**config.mk**
```make
export PLATFORM = sky130hd
export DESIGN_NAME = gray_2_bin_seq
export DESIGN_NICKNAME = d
export VERILOG_FILES = /design/src/rtl/gray_2_bin_seq.sv
export SDC_FILE = /design/constraint.sdc
export NUM_CORES = 1
export LEC_CHECK = 0
export ABC_AREA = 1
export ABC_CLOCK_PERIOD_IN_PS = 1600
export BUFFER_PORTS_ARGS = -buffer_cell sky130_fd_sc_hd__buf_2
export CAP_MARGIN = 20
export CORE_ASPECT_RATIO = 1.1
export CORE_MARGIN = 3
export CORE_UTILIZATION = 53
export CTS_CLUSTER_SIZE = 24
export DETAILED_ROUTE_END_ITERATION = 16
export GPL_TIMING_DRIVEN = 0
export PLACE_DENSITY = 0.77
export SETUP_SLACK_MARGIN = 0.05
export SKIP_CTS_REPAIR_TIMING = 1
export SLEW_MARGIN = 20
export SYNTH_ARGS = -nofsm -noshare
export SYNTH_HDL_FRONTEND = slang
export SYNTH_SLANG_ARGS = --single-unit
```
**constraint.sdc**
```tcl
create_clock -name clk -period 1.6 [get_ports clk]
set_clock_uncertainty 0.15 [all_clocks]
set_input_delay 0.32 -clock clk [delete_from_list [all_inputs] [get_ports clk]]
set_output_delay 0.32 -clock clk [all_outputs]
set_load 0.01 [all_outputs]
```
**src/rtl/gray_2_bin_seq.sv**
```systemverilog
// ----------------------------------------------------------------------------
// gray_2_bin_seq
// Sequential Gray-to-binary converter. A captured Gray word is resolved one
// bit per clock, MSB first, then held in DONE until the consumer takes it.
//
// Optional feature (macro GRAY2BIN_SEQ_CHK_EN): flags seq_err when an
// accepted word is not exactly one bit away from the previously accepted
// word. Without the macro seq_err is tied low and no history is kept.
//
// Ports
//   clk        in   clock, rising edge
//   rst_n      in   asynchronous active-low reset
//   in_valid   in   gray_in holds a word to convert
//   in_ready   out  block can accept a word (IDLE)
//   gray_in    in   Gray-coded input word [WIDTH]
//   out_valid  out  bin_out holds a completed result (DONE)
//   out_ready  in   downstream accepts the result
//   bin_out    out  binary result [WIDTH]
//   busy       out  high in DECODE and DONE
//   seq_err    out  sequence-check flag, valid with out_valid
// ----------------------------------------------------------------------------
module gray_2_bin_seq #(
   parameter int unsigned WIDTH = 5
) (
   input  logic             clk,
   input  logic             rst_n,
   input  logic             in_valid,
   output logic             in_ready,
   input  logic [WIDTH-1:0] gray_in,
   output logic             out_valid,
   input  logic             out_ready,
   output logic [WIDTH-1:0] bin_out,
   output logic             busy,
   output logic             seq_err
);

   localparam int unsigned   KW    = $clog2(WIDTH);
   localparam logic [KW-1:0] K_TOP = KW'(WIDTH - 1);

   typedef enum logic [1:0] {
      S_IDLE   = 2'd0,
      S_DECODE = 2'd1,
      S_DONE   = 2'd2
   } state_e;

   state_e           state_q, state_d;
   logic [WIDTH-1:0] g_q, g_d;
   logic [KW-1:0]    k_q, k_d;
   logic [WIDTH-1:0] bin_q, bin_d;
   logic             accept_c;
   logic             err_flag;

   assign accept_c = (state_q == S_IDLE) && in_valid;

   // State register
   always_ff @(posedge clk or negedge rst_n) begin
      if (!rst_n) state_q <= S_IDLE;
      else        state_q <= state_d;
   end

   // Next-state logic
   always_comb begin
      state_d = state_q;
      unique case (state_q)
         S_IDLE:   if (in_valid)          state_d = S_DECODE;
         S_DECODE: if (k_q == '0)         state_d = S_DONE;
         S_DONE:   if (out_ready)         state_d = S_IDLE;
         default:                         state_d = S_IDLE;
      endcase
   end

   // Outputs decoded from the state register
   always_comb begin
      in_ready  = 1'b0;
      out_valid = 1'b0;
      busy      = 1'b0;
      seq_err   = 1'b0;
      unique case (state_q)
         S_IDLE:   in_ready = 1'b1;
         S_DECODE: busy     = 1'b1;
         S_DONE: begin
            busy      = 1'b1;
            out_valid = 1'b1;
            seq_err   = err_flag;
         end
         default: in_ready = 1'b1;
      endcase
   end

   // Datapath: bit k of the binary word is the XOR of Gray bits k..MSB,
   // which equals bin[k+1] ^ g[k] with unresolved bits still at 0.
   always_comb begin
      g_d   = g_q;
      k_d   = k_q;
      bin_d = bin_q;
      unique case (state_q)
         S_IDLE: begin
            if (in_valid) begin
               g_d   = gray_in;
               k_d   = K_TOP;
               bin_d = '0;
            end
         end
         S_DECODE: begin
            for (int unsigned i = 0; i < WIDTH; i++) begin
               if (k_q == KW'(i)) bin_d[i] = ^(g_q >> i);
            end
            if (k_q != '0) k_d = k_q - KW'(1);
         end
         default: ;
      endcase
   end

   always_ff @(posedge clk or negedge rst_n) begin
      if (!rst_n) begin
         g_q   <= '0;
         k_q   <= K_TOP;
         bin_q <= '0;
      end else begin
         g_q   <= g_d;
         k_q   <= k_d;
         bin_q <= bin_d;
      end
   end

   assign bin_out = bin_q;

`ifdef GRAY2BIN_SEQ_CHK_EN
   logic [WIDTH-1:0] prev_q, prev_d;
   logic             prev_vld_q, prev_vld_d;
   logic             err_q, err_d;

   // True when exactly one bit of x is set
   function automatic logic single_bit(input logic [WIDTH-1:0] x);
      int unsigned cnt;
      cnt = 0;
      for (int unsigned i = 0; i < WIDTH; i++) cnt = cnt + 32'(x[i]);
      return (cnt == 1);
   endfunction

   // Compare against the previous accepted word; first word never flags
   always_comb begin
      prev_d     = prev_q;
      prev_vld_d = prev_vld_q;
      err_d      = err_q;
      if (accept_c) begin
         prev_d     = gray_in;
         prev_vld_d = 1'b1;
         err_d      = prev_vld_q && !single_bit(gray_in ^ prev_q);
      end
   end

   always_ff @(posedge clk or negedge rst_n) begin
      if (!rst_n) begin
         prev_q     <= '0;
         prev_vld_q <= 1'b0;
         err_q      <= 1'b0;
      end else begin
         prev_q     <= prev_d;
         prev_vld_q <= prev_vld_d;
         err_q      <= err_d;
      end
   end

   assign err_flag = err_q;
`else
   logic unused_accept;
   assign unused_accept = accept_c;
   assign err_flag      = 1'b0;
`endif

endmodule

```
Word level (Yosys, flattened, before mapping):

Cells that the tools add are included.

* register bits after elaboration: 15
* input port bits: 9
* output and inout port bits: 9
* logic and storage cells: 58

* $add $sub $neg: 1
* equal/unequal tests: 14
* mux-type cells: 17
* reduce and logical (&&, ||, !) cells: 18

Operator list (count)
* XOR reduction 5 bit: 5
* AND reduction 3 bit: 7
* inequality test 2 bit (second input constant): 8
* one-hot mux 5 bit (2 select lines): 1
* two-way mux 1 bit: 8
* == test 3 x 2 -> 1 bit (second input constant): 2
* two-way mux 2 bit: 3
* two-way mux 3 bit: 2
* one-hot mux 2 bit (3 select lines): 1
* one-hot mux 3 bit (2 select lines): 1
* two-way mux 5 bit: 1
* == test 3 x 1 -> 1 bit (second input constant): 1
* == test 3 bit (second input constant): 1
* zero test 3 bit: 1
* nonzero test 3 bit: 1
* subtractor 3 x 1 -> 3 bit (second input constant): 1
* == test 2 x 1 -> 1 bit (second input constant): 1
* == test 2 bit (second input constant): 1
* zero test 2 bit: 1
* AND reduction 2 bit: 1
* nonzero test 2 bit: 1
* OR reduction 2 bit: 1

Depth between registers and ports, before layout:

Gate-level depths: netlist of the first run.

* depth after elaboration: 3
* gate-level depth with buffers: 8
* gate-level depth less buffers: 8

Worst setup path before layout of the first run:

No wires, ideal clock.

* path kind: reg-to-reg
* start point: register state_q[0]
* end point: register k_q[0]
* setup time: 126 ps
* data arrival time: 1115 ps
* data required time: 1324 ps
* setup slack: 209 ps
* stages on the path, launching flop included: 7
* buffers on the path: 0
* clock period less this slack: 1391 ps
* cells stage by stage: dfrtp_1 -> inv_1 -> ha_1 -> o21ai_2 -> nand2_2 -> nor2_1 -> a21oi_1

* longest elaborated chain between the ends: 3
* elaborated cells between the ends (all ways): 7
* those cells by class: eq/ne: 3; mux: 1; reduce/logical: 3

Ends and longest elaborated chain
* start, declared: line 46 `state_e state_q, state_d;`
* start signal, assigned: line 58 `else state_q <= state_d;`
* == test 2 x 1 -> 1 bit / zero test 2 bit (equally long branches): line 96 `unique case (state_q)`
* inequality test 2 bit (no source line) / nonzero test 2 bit (equally long branches)
* AND reduction 3 bit (no source line)
* end signal, assigned: line 121 `k_q <= k_d;`
* end, declared: line 48 `logic [KW-1:0] k_q, k_d;`

Several ways; a longest one is shown, not always the timed one.
A chain may end at the register's enable or synchronous reset.

Worst setup path in the final report of the first run:

* start point: register state_q[0]
* end point: output in_ready

* longest elaborated chain between the ends: 3
* elaborated cells between the ends (all ways): 4
* those cells by class: eq/ne: 2; mux: 1; reduce/logical: 1

Ends and longest elaborated chain
* == test 2 bit / == test 2 x 1 -> 1 bit (equally long branches): line 78 `unique case (state_q)`
* OR reduction 2 bit (no source line) *
* two-way mux 1 bit *: line 78
* end, declared: line 28 `output logic in_ready,`

Mark *: on every way between the ends. The rest lies on a longest branch, timed or not.

==> results of run 1 <==
-- power groups by stage --
| stage | sequential (uW) | combinational, uW | clock (uW) |
|---|---|---|---|
| 6_report | 709 | 1770 | 228 |
| 3_5_place_dp | 704 | 1270 | 0 |
| 4_1_cts | 696 | 1290 | 233 |
| 2_1_floorplan | 698 | 952 | 0 |
| 3_3_place_gp | 691 | 1210 | 0 |
| 5_1_grt | 735 | 1990 | 254 |
-- cell usage in the layout (no fill, tap or decap), drive strengths merged --
master	netlist	final
conb	1	1
xnor2	1	1
buf	2	30
clkbuf	0	4
clkinv	1	1
o211ai	1	1
nand2	45	45
dlygate4sd3	0	1
a21oi	1	1
o22ai	1	1
o21ai	14	14
dfrtp	14	14
nor2	3	3
nand3	8	8
dfstp	1	1
inv	20	20
nand4	1	1
xor2	2	2
ha	10	10
-- cell usage after synthesis (all sizes together) --
library cell / instances
nand2: 45
inv: 20
dfrtp: 14
o21ai: 14
ha: 10
nand3: 8
nor2: 3
buf: 2
xor2: 2
a21oi: 1
clkinv: 1
conb: 1
dfstp: 1
nand4: 1
o211ai: 1
o22ai: 1
xnor2: 1
-- sequential cells by signal, summed over array words and instances (netlist names) --
signal,cells
bin_out,5
g_q,5
k_q,3
state_q,2
-- area by class of cell --
class                           count  area (um2)
Multi-Input combinational cell     88         547
Buffer                              2        22.5
Fill cell                         120         368
Clock buffer                        4        26.3
Tap cell                           17        21.3
Sequential cell                    15         377
Timing Repair Buffer               29         190
Inverter                           21        81.3
-- worst max-delay path, delay by kind of cell, from the launching register on --
family	cells	cell delay (ns)
fa+ha+maj	1	0.27
buf+inv	3	0.21
flops	1	0.41
-- worst min path at each step --
stage	end	slack (ns)	cells past startpoint	start
final	g_q[0]	0.07	3	gray_in[0]
after global routing	g_q[4]	0.08	3	gray_in[4]
after CTS	k_q[1]	-0.24	1	rst_n
after detailed placement	k_q[1]	0.09	1	rst_n
after global placement	k_q[0]	0.09	1	rst_n
after floorplan	bin_out[0]	-0.13	0	rst_n
-- routing by layer --
metal / up-vias / track usage (%) / share of wire [%]
met2: 28 / 30.3 / 48
li1: 452 / - / -
met3: 6 / 3.23 / 4.0
met5: - / 0 / 0
met4: 0 / 11.4 / 2.2
met1: 403 / 25.2 / 45
-- stage by stage --
stage          power, uW  instances
5_1_grt             2980        176
6_report            2710        176
3_3_place_gp        1900        159
3_5_place_dp        1980        159
4_1_cts             2220        163
2_1_floorplan       1650        126
-- kinds of logic after synthesis --
logic type	count (synthesis)	synth area share, %
simple gates	57	24.2
buf+inv	23	9.79
compound gates	17	10.6
flops	15	39.3
fa+ha+maj	10	13.1
xor+xnor	3	2.74
other cells	1	0.391
==> impl_metrics.toml, run 1 <==
[timing]
worst_hold_slack_ns = 0.0679
setup_violations = 4
fmax_mhz = 604
final-max-slew-violation-count = 0
rsz0062_at_grt = "yes"
hold_viol_final = 0
min_period_over_period_pct = 103
fin_crit_ns = 1.65
setup_slack_ns = -0.0543
totalNegativeSetupSlack_ns = -0.156

[setup_path]
critPathMaxFanout = 4
critPathLaunch = "state_q[0]"
r2r_start = "state_q[1]"
start_kind = "flop"
arrival_ns = 1.18
worst-setup-path-type = "flop to output pin"
crit_chain = "inv_2, ha_4, inv_2, buf_6"
end_kind = "output pin"
endpoint = "in_ready"
reg2reg_to = "k_q[2]"
reg2reg_slack_ns = -0.01
reg2regPathDepth = 9
crit_top_cell = "inv_2"
slowest_stage = "dfrtp_1"
worstPathRequired_ns = 1.13
cpPeakStageDelay_ns = 0.41

[global_routing]
grt-ovfl-total = 0
grt_pass1_vias = 822
grt_max_degree = 16
grt_pass1_wl_um = 3360
track_usage_pct = 19.7
antenna_found_initial = 0

[synth]
syn-mean-instance-area_um2 = 7.61
yosysTopAreaCellShare_pct = 36.6
synthesis.area_um2 = 958
seq_area_frac_synth_pct = 39.3
syn-num-nets = 145
synth_area_leaders = "dfrtp_1 (37%), nand2_1 (17%), ha_1 (13%), inv_1 (6.3%), o21ai_1 (5.2%)"
synth_cells = 126
yosys_warnings = 0
synth_cell_types = 21
ys_ff_latch = 15
yosys.area.top_type = "dfrtp_1"

[floorplanning]
initial_utilization_pct = 58.7
die_width_um = 46.5
core-area_mm2 = 0.00163
die_area_mm2 = 0.00236
rows = 15
die_h_um = 50.6
io_pins = 18

[layout]
syn_to_final_growth_pct = 32.0
final_cell_area_mm2 = 0.00126
drive_gt1_share_pct = 35.8
fin_util_pct = 77.5
n_antenna_cell = 0
layout.nets = 179

[route]
ant_nets = 0
wl_per_cell_um = 12.3
drtPass1Iterations = 4
vias = 889
viasPerCell = 5.05
first_iter_violations = 18
finalWirelength_um = 2160
drc = 0

[clock_network]
cts_tree = "built"
cts-root-buf = "clkbuf_4"
clk_pin_slew_ns = 0.09
cts_buffers = 3
htreeDepth = 1
cts_max_path_buffers = 2
cts_sinks = 15
clkLatencyLatePin_ns = 0.29

[place]
io_buffers = 16
gp_congestion = 0.787
place_ws_ns = 0.0398
place_area_mm2 = 0.00106
dp_hpwl_um = 1440

[pwr]
clkPwrFrac_pct = 8.4
internal_power_uw = 1440
power.density_mw_per_mm2 = 2140
peakVddDrop_mv = 1.68
swShare_pct = 46.7
p_leak_uw = 0.000681
power.switching_uw = 1270
seqPwrFrac_pct = 26.2
comb_power_share_pct = 65.4

[hold_path]
hold_path.class = "input pin to flop"

[run_status]
violations = "negative setup slack"
outcome = "finished with violations"

[flow_run]
max-cap-violations = 0
Power figures use the tool's default switching activity.
==> run 2, diff against run 1 <==
==> constraint.sdc (replaced) <==
create_clock -name clk -period 1.6 [get_ports clk]
set_clock_uncertainty 0.15 [all_clocks]
set_input_delay 0.32 -clock clk [delete_from_list [all_inputs] [get_ports clk]]
set_output_delay 0.32 -clock clk [all_outputs]
set_load 0.1 [all_outputs]
==> run 2 against run 1 <==
Largest cell class unchanged. Setup slack got worse by 0.16 ns. Wire length fell by 4.2%. Count of clock-buffer cells in the layout fell by 1. Sequential share of layout area increased by 0.089 points. Critical path depth did not move. Non-clock buffer count decreased by 5. First-iteration DRC count decreased by 28%. Register-to-register slack got worse by 0.02 ns. The flow still finishes with violations (negative setup slack). Global-route usage decreased by 0.50 points.
==> impl_metrics.toml, run 2 (synthesized netlist as in run 1, its figures left out) <==
[setup_path]
worstPathRequired_ns = 1.13
crit_chain = "inv_2, ha_4, clkinvlp_4, buf_12"
critPathLaunch = "state_q[1]"
slowest_stage = "dfrtp_1"
critPathMaxFanout = 4
endpoint = "in_ready"
reg2reg_slack_ns = -0.03
cpPeakStageDelay_ns = 0.41
start_kind = "flop"
crit_buf_inv = 3
end_kind = "output pin"
cp.depth = 4
reg2regPathDepth = 8
r2r_start = "state_q[1]"
reg2reg_to = "state_q[1]"
worst-setup-path-type = "flop to output pin"
arrival_ns = 1.35
path_delay_family = "flip-flops"

[clock_network]
htreeDepth = 1
cts_sinks = 15
clkLatencyLatePin_ns = 0.30
cts_tree = "built"
cts_buffers = 3
clk_pin_slew_ns = 0.10
cts_max_path_buffers = 2
cts-root-buf = "clkbuf_4"

[timing]
setup_slack_ns = -0.215
min_period_over_period_pct = 113
hold_viol_final = 0
final-max-slew-violation-count = 0
fmax_mhz = 551
rsz0062_at_grt = "yes"
setup_violations = 5
fin_crit_ns = 1.82

[floorplanning]
die_h_um = 50.6
io_pins = 18
die_width_um = 46.5
die_area_mm2 = 0.00236
initial_utilization_pct = 58.7
rows = 15
core-area_mm2 = 0.00163

[hold_path]
hold_path.class = "input pin to flop"
min_path_cells = 3

[layout]
n_antenna_cell = 0
mostFrequentLayoutCells = "nand2_1 (39), dfrtp_1 (14), inv_1 (10), o21ai_1 (10), inv_2 (9)"
layout_commonest_cell = "nand2_1"
layout.nets = 174
fillers = 127
stdcell_count = 171
syn_to_final_growth_pct = 31.6
drive_gt1_share_pct = 33.8

[route]
ant_nets = 0
first_iter_violations = 13
finalWirelength_um = 2070
drc = 0
vias = 874
drtPass1Iterations = 4
wl_per_cell_um = 12.1
viasPerCell = 5.11

[place]
io_buffers = 16
place_ws_ns = -0.0527
place_inst = 159
dp_hpwl_um = 1430
gp_congestion = 0.767

[global_routing]
grt_util_met1_pct = 22.5
grt_pass1_wl_um = 3190
grt_pass1_vias = 759
top_usage_layer = "met2"
use_met2_pct = 31.4
grt-ovfl-total = 0
met3_usage_pct = 5.38
grt_max_degree = 16
track_usage_pct = 19.2
antenna_found_initial = 0

[run_status]
outcome = "finished with violations"
violations = "negative setup slack"

[flow_run]
max-cap-violations = 0
run 2: cell types whose count changed in the layout (fill, tap and decap cells not counted), sizes merged:
cell | before | now
buf | 30 | 20
clkbuf | 4 | 8
clkinvlp | 0 | 2
inv | 20 | 19
run 2: how the worst min path moves through the flow:
stage	startpoint	endpoint	slack, ns
after CTS	rst_n	bin_out[4]	-0.24
final	gray_in[0]	g_q[0]	0.06
after global routing	gray_in[2]	g_q[2]	0.07
after global placement	rst_n	bin_out[4]	0.09
after detailed placement	rst_n	bin_out[4]	0.09
after floorplan	rst_n	bin_out[0]	-0.13
run 2: per-stage QoR:
stage               hold slack [ns]  util (%)  area (um2)  setup TNS [ns]
floorplan                    -0.126         -         977          -0.459
global placement             0.0882      66.1        1080         -0.0758
detailed placement           0.0911      66.1        1080         -0.0981
CTS                          -0.244      67.9        1110           -1.13
global route                 0.0651      77.2        1260           -1.08
finish                       0.0582      77.2        1260          -0.497
run 2: tightest hold or removal path: stages:
cell,delay (ns)
buf_2,0.07
nand2_1,0.04
nand2_1,0.04
run 2: layout make-up:
| cell class | instances | area, um2 | area share, % |
|---|---|---|---|
| sequential | 15 | 377 | 29.9 |
| tap | 17 | 21.3 | 1.69 |
| timing repair buffer | 24 | 191 | 15.2 |
| inverter | 21 | 82.6 | 6.55 |
| multi-input combinational | 88 | 541 | 42.9 |
| clock inverter | 1 | 7.51 | 0.595 |
| clock buffer | 3 | 22.5 | 1.79 |
| buffer | 2 | 18.8 | 1.49 |
run 2: per-layer routing:
| layer | wire, um | vias to the layer above |
|---|---|---|
| li1 | - | 446 |
| met1 | 818 | 388 |
| met2 | 1080 | 33 |
| met3 | 125 | 7 |
| met4 | 48 | 0 |
| met5 | 0 | - |
Power of run 2 is not shown: default switching activity piles up to over one toggle a cycle in this logic, so the estimate is an artifact.
==> run 3, diff against run 2 <==
--- a/config.mk
+++ b/config.mk
@@ -7,15 +7,16 @@
 export LEC_CHECK = 0
 export ABC_AREA = 1
 export ABC_CLOCK_PERIOD_IN_PS = 1600
-export BUFFER_PORTS_ARGS = -buffer_cell sky130_fd_sc_hd__buf_2
+export BUFFER_PORTS_ARGS = -buffer_cell sky130_fd_sc_hd__buf_4
 export CAP_MARGIN = 20
 export CORE_ASPECT_RATIO = 1.1
 export CORE_MARGIN = 3
-export CORE_UTILIZATION = 53
+export CORE_UTILIZATION = 50
 export CTS_CLUSTER_SIZE = 24
 export DETAILED_ROUTE_END_ITERATION = 16
 export GPL_TIMING_DRIVEN = 0
-export PLACE_DENSITY = 0.77
+export MAX_ROUTING_LAYER = met4
+export PLACE_DENSITY = 0.73
 export SETUP_SLACK_MARGIN = 0.05
 export SKIP_CTS_REPAIR_TIMING = 1
 export SLEW_MARGIN = 20
==> run 3 against run 2 <==
The run still ends with negative setup slack left. Via count shrank 1.5%. Setup slack lost 0.0068 ns. Flip-flop and latch count is the same. Critical endpoint unchanged.
==> impl_metrics.toml, run 3 (synthesized netlist as in run 1, its figures left out) <==
[timing]
setup_violations = 3
hold_viol_final = 0
worst_hold_slack_ns = 0.0600
setup_slack_ns = -0.222
final-max-slew-violation-count = 0
fmax_mhz = 549
min_period_over_period_pct = 114
rsz0062_at_grt = "yes"
totalNegativeSetupSlack_ns = -0.520
fin_crit_ns = 1.82

[route]
finalWirelength_um = 2030
vias = 861
drc = 0
drtPass1Iterations = 4
viasPerCell = 5.04
met1_length_um = 856
wl_met3_um = 93
first_iter_violations = 10
wl_met2_um = 1020
ant_nets = 0
highest_layer = "met4"
wl_per_cell_um = 11.9

[layout]
drive_gt1_share_pct = 31.2
fin_util_pct = 75.0
mostFrequentLayoutCells = "nand2_1 (43), buf_4 (21), dfrtp_1 (14), inv_1 (10), o21ai_1 (10)"
register_area_um2 = 377
fillers = 128
multi_input_area_um2 = 531
syn_to_final_growth_pct = 32.1
layout.nets = 174
layout_commonest_cell = "nand2_1"
n_antenna_cell = 0

[hold_path]
whs_endpoint = "g_q[0]"
hold_path.startpoint = "gray_in[0]"
min_path_cells = 3
hold_path.class = "input pin to flop"

[global_routing]
grt_pass1_wl_um = 3150
grt_max_degree = 16
track_usage_pct = 18.4
grt-ovfl-total = 0
grt_pass1_vias = 761
antenna_found_initial = 0

[place]
place_ws_ns = 0.0419
io_buffers = 16
dp_hpwl_um = 1430
gp_congestion = 0.777

[floorplanning]
io_pins = 18
core-area_mm2 = 0.00169
die_area_mm2 = 0.00248
rows = 15
die_h_um = 51.9
initial_utilization_pct = 56.7
die_width_um = 47.7

[setup_path]
reg2reg_slack_ns = 0.06
r2r_start = "state_q[1]"
worstPathRequired_ns = 1.13
end_kind = "output pin"
critPathMaxFanout = 4
reg2regPathDepth = 8
start_kind = "flop"
reg2reg_to = "bin_out[1]"
arrival_ns = 1.35
worst-setup-path-type = "flop to output pin"

[clock_network]
cts_tree = "built"
cts-root-buf = "clkbuf_4"
clkLatencyLatePin_ns = 0.30
cts_max_path_buffers = 2
cts_buffers = 3
clk_pin_slew_ns = 0.11
cts_sinks = 15
htreeDepth = 1

[run_status]
outcome = "finished with violations"
violations = "negative setup slack"

[flow_run]
max-cap-violations = 0
run 3: worst max-delay path by stage:
stage	start	end
final	state_q[0]	in_ready
after global routing	state_q[0]	in_ready
after CTS	state_q[0]	in_ready
after detailed placement	k_q[0]	state_q[0]
after global placement	state_q[0]	in_ready
after floorplan	state_q[0]	in_ready
run 3: metal layers:
layer,GRT usage [%],up-vias
li1,-,445
met5,-,-
met3,2.08,7
met1,22.7,389
met2,28.9,20
met4,9.42,0
run 3: per-stage QoR:
stage / std cells / instance area, um2
2_1_floorplan: 126 / 977
3_3_place_gp: 159 / 1120
3_5_place_dp: 159 / 1120
4_1_cts: 163 / 1150
5_1_grt: 171 / 1270
6_report: 171 / 1270
run 3: area by class of cell:
type | instances | area share (%)
clock inverter | 1 | 0.593
multi-input combinational | 88 | 41.9
inverter | 21 | 6.52
sequential | 15 | 29.7
timing repair buffer | 24 | 16.3
tap | 17 | 1.68
buffer | 2 | 1.48
clock buffer | 3 | 1.78
run 3: worst max-delay path, cell delays in order, from the launching register on:
cell and delay, ns:
dfrtp_1 0.42, inv_2 0.08, ha_4 0.29, clkinvlp_4 0.08, buf_8 0.17
Power of run 3 is left out for the same reason.
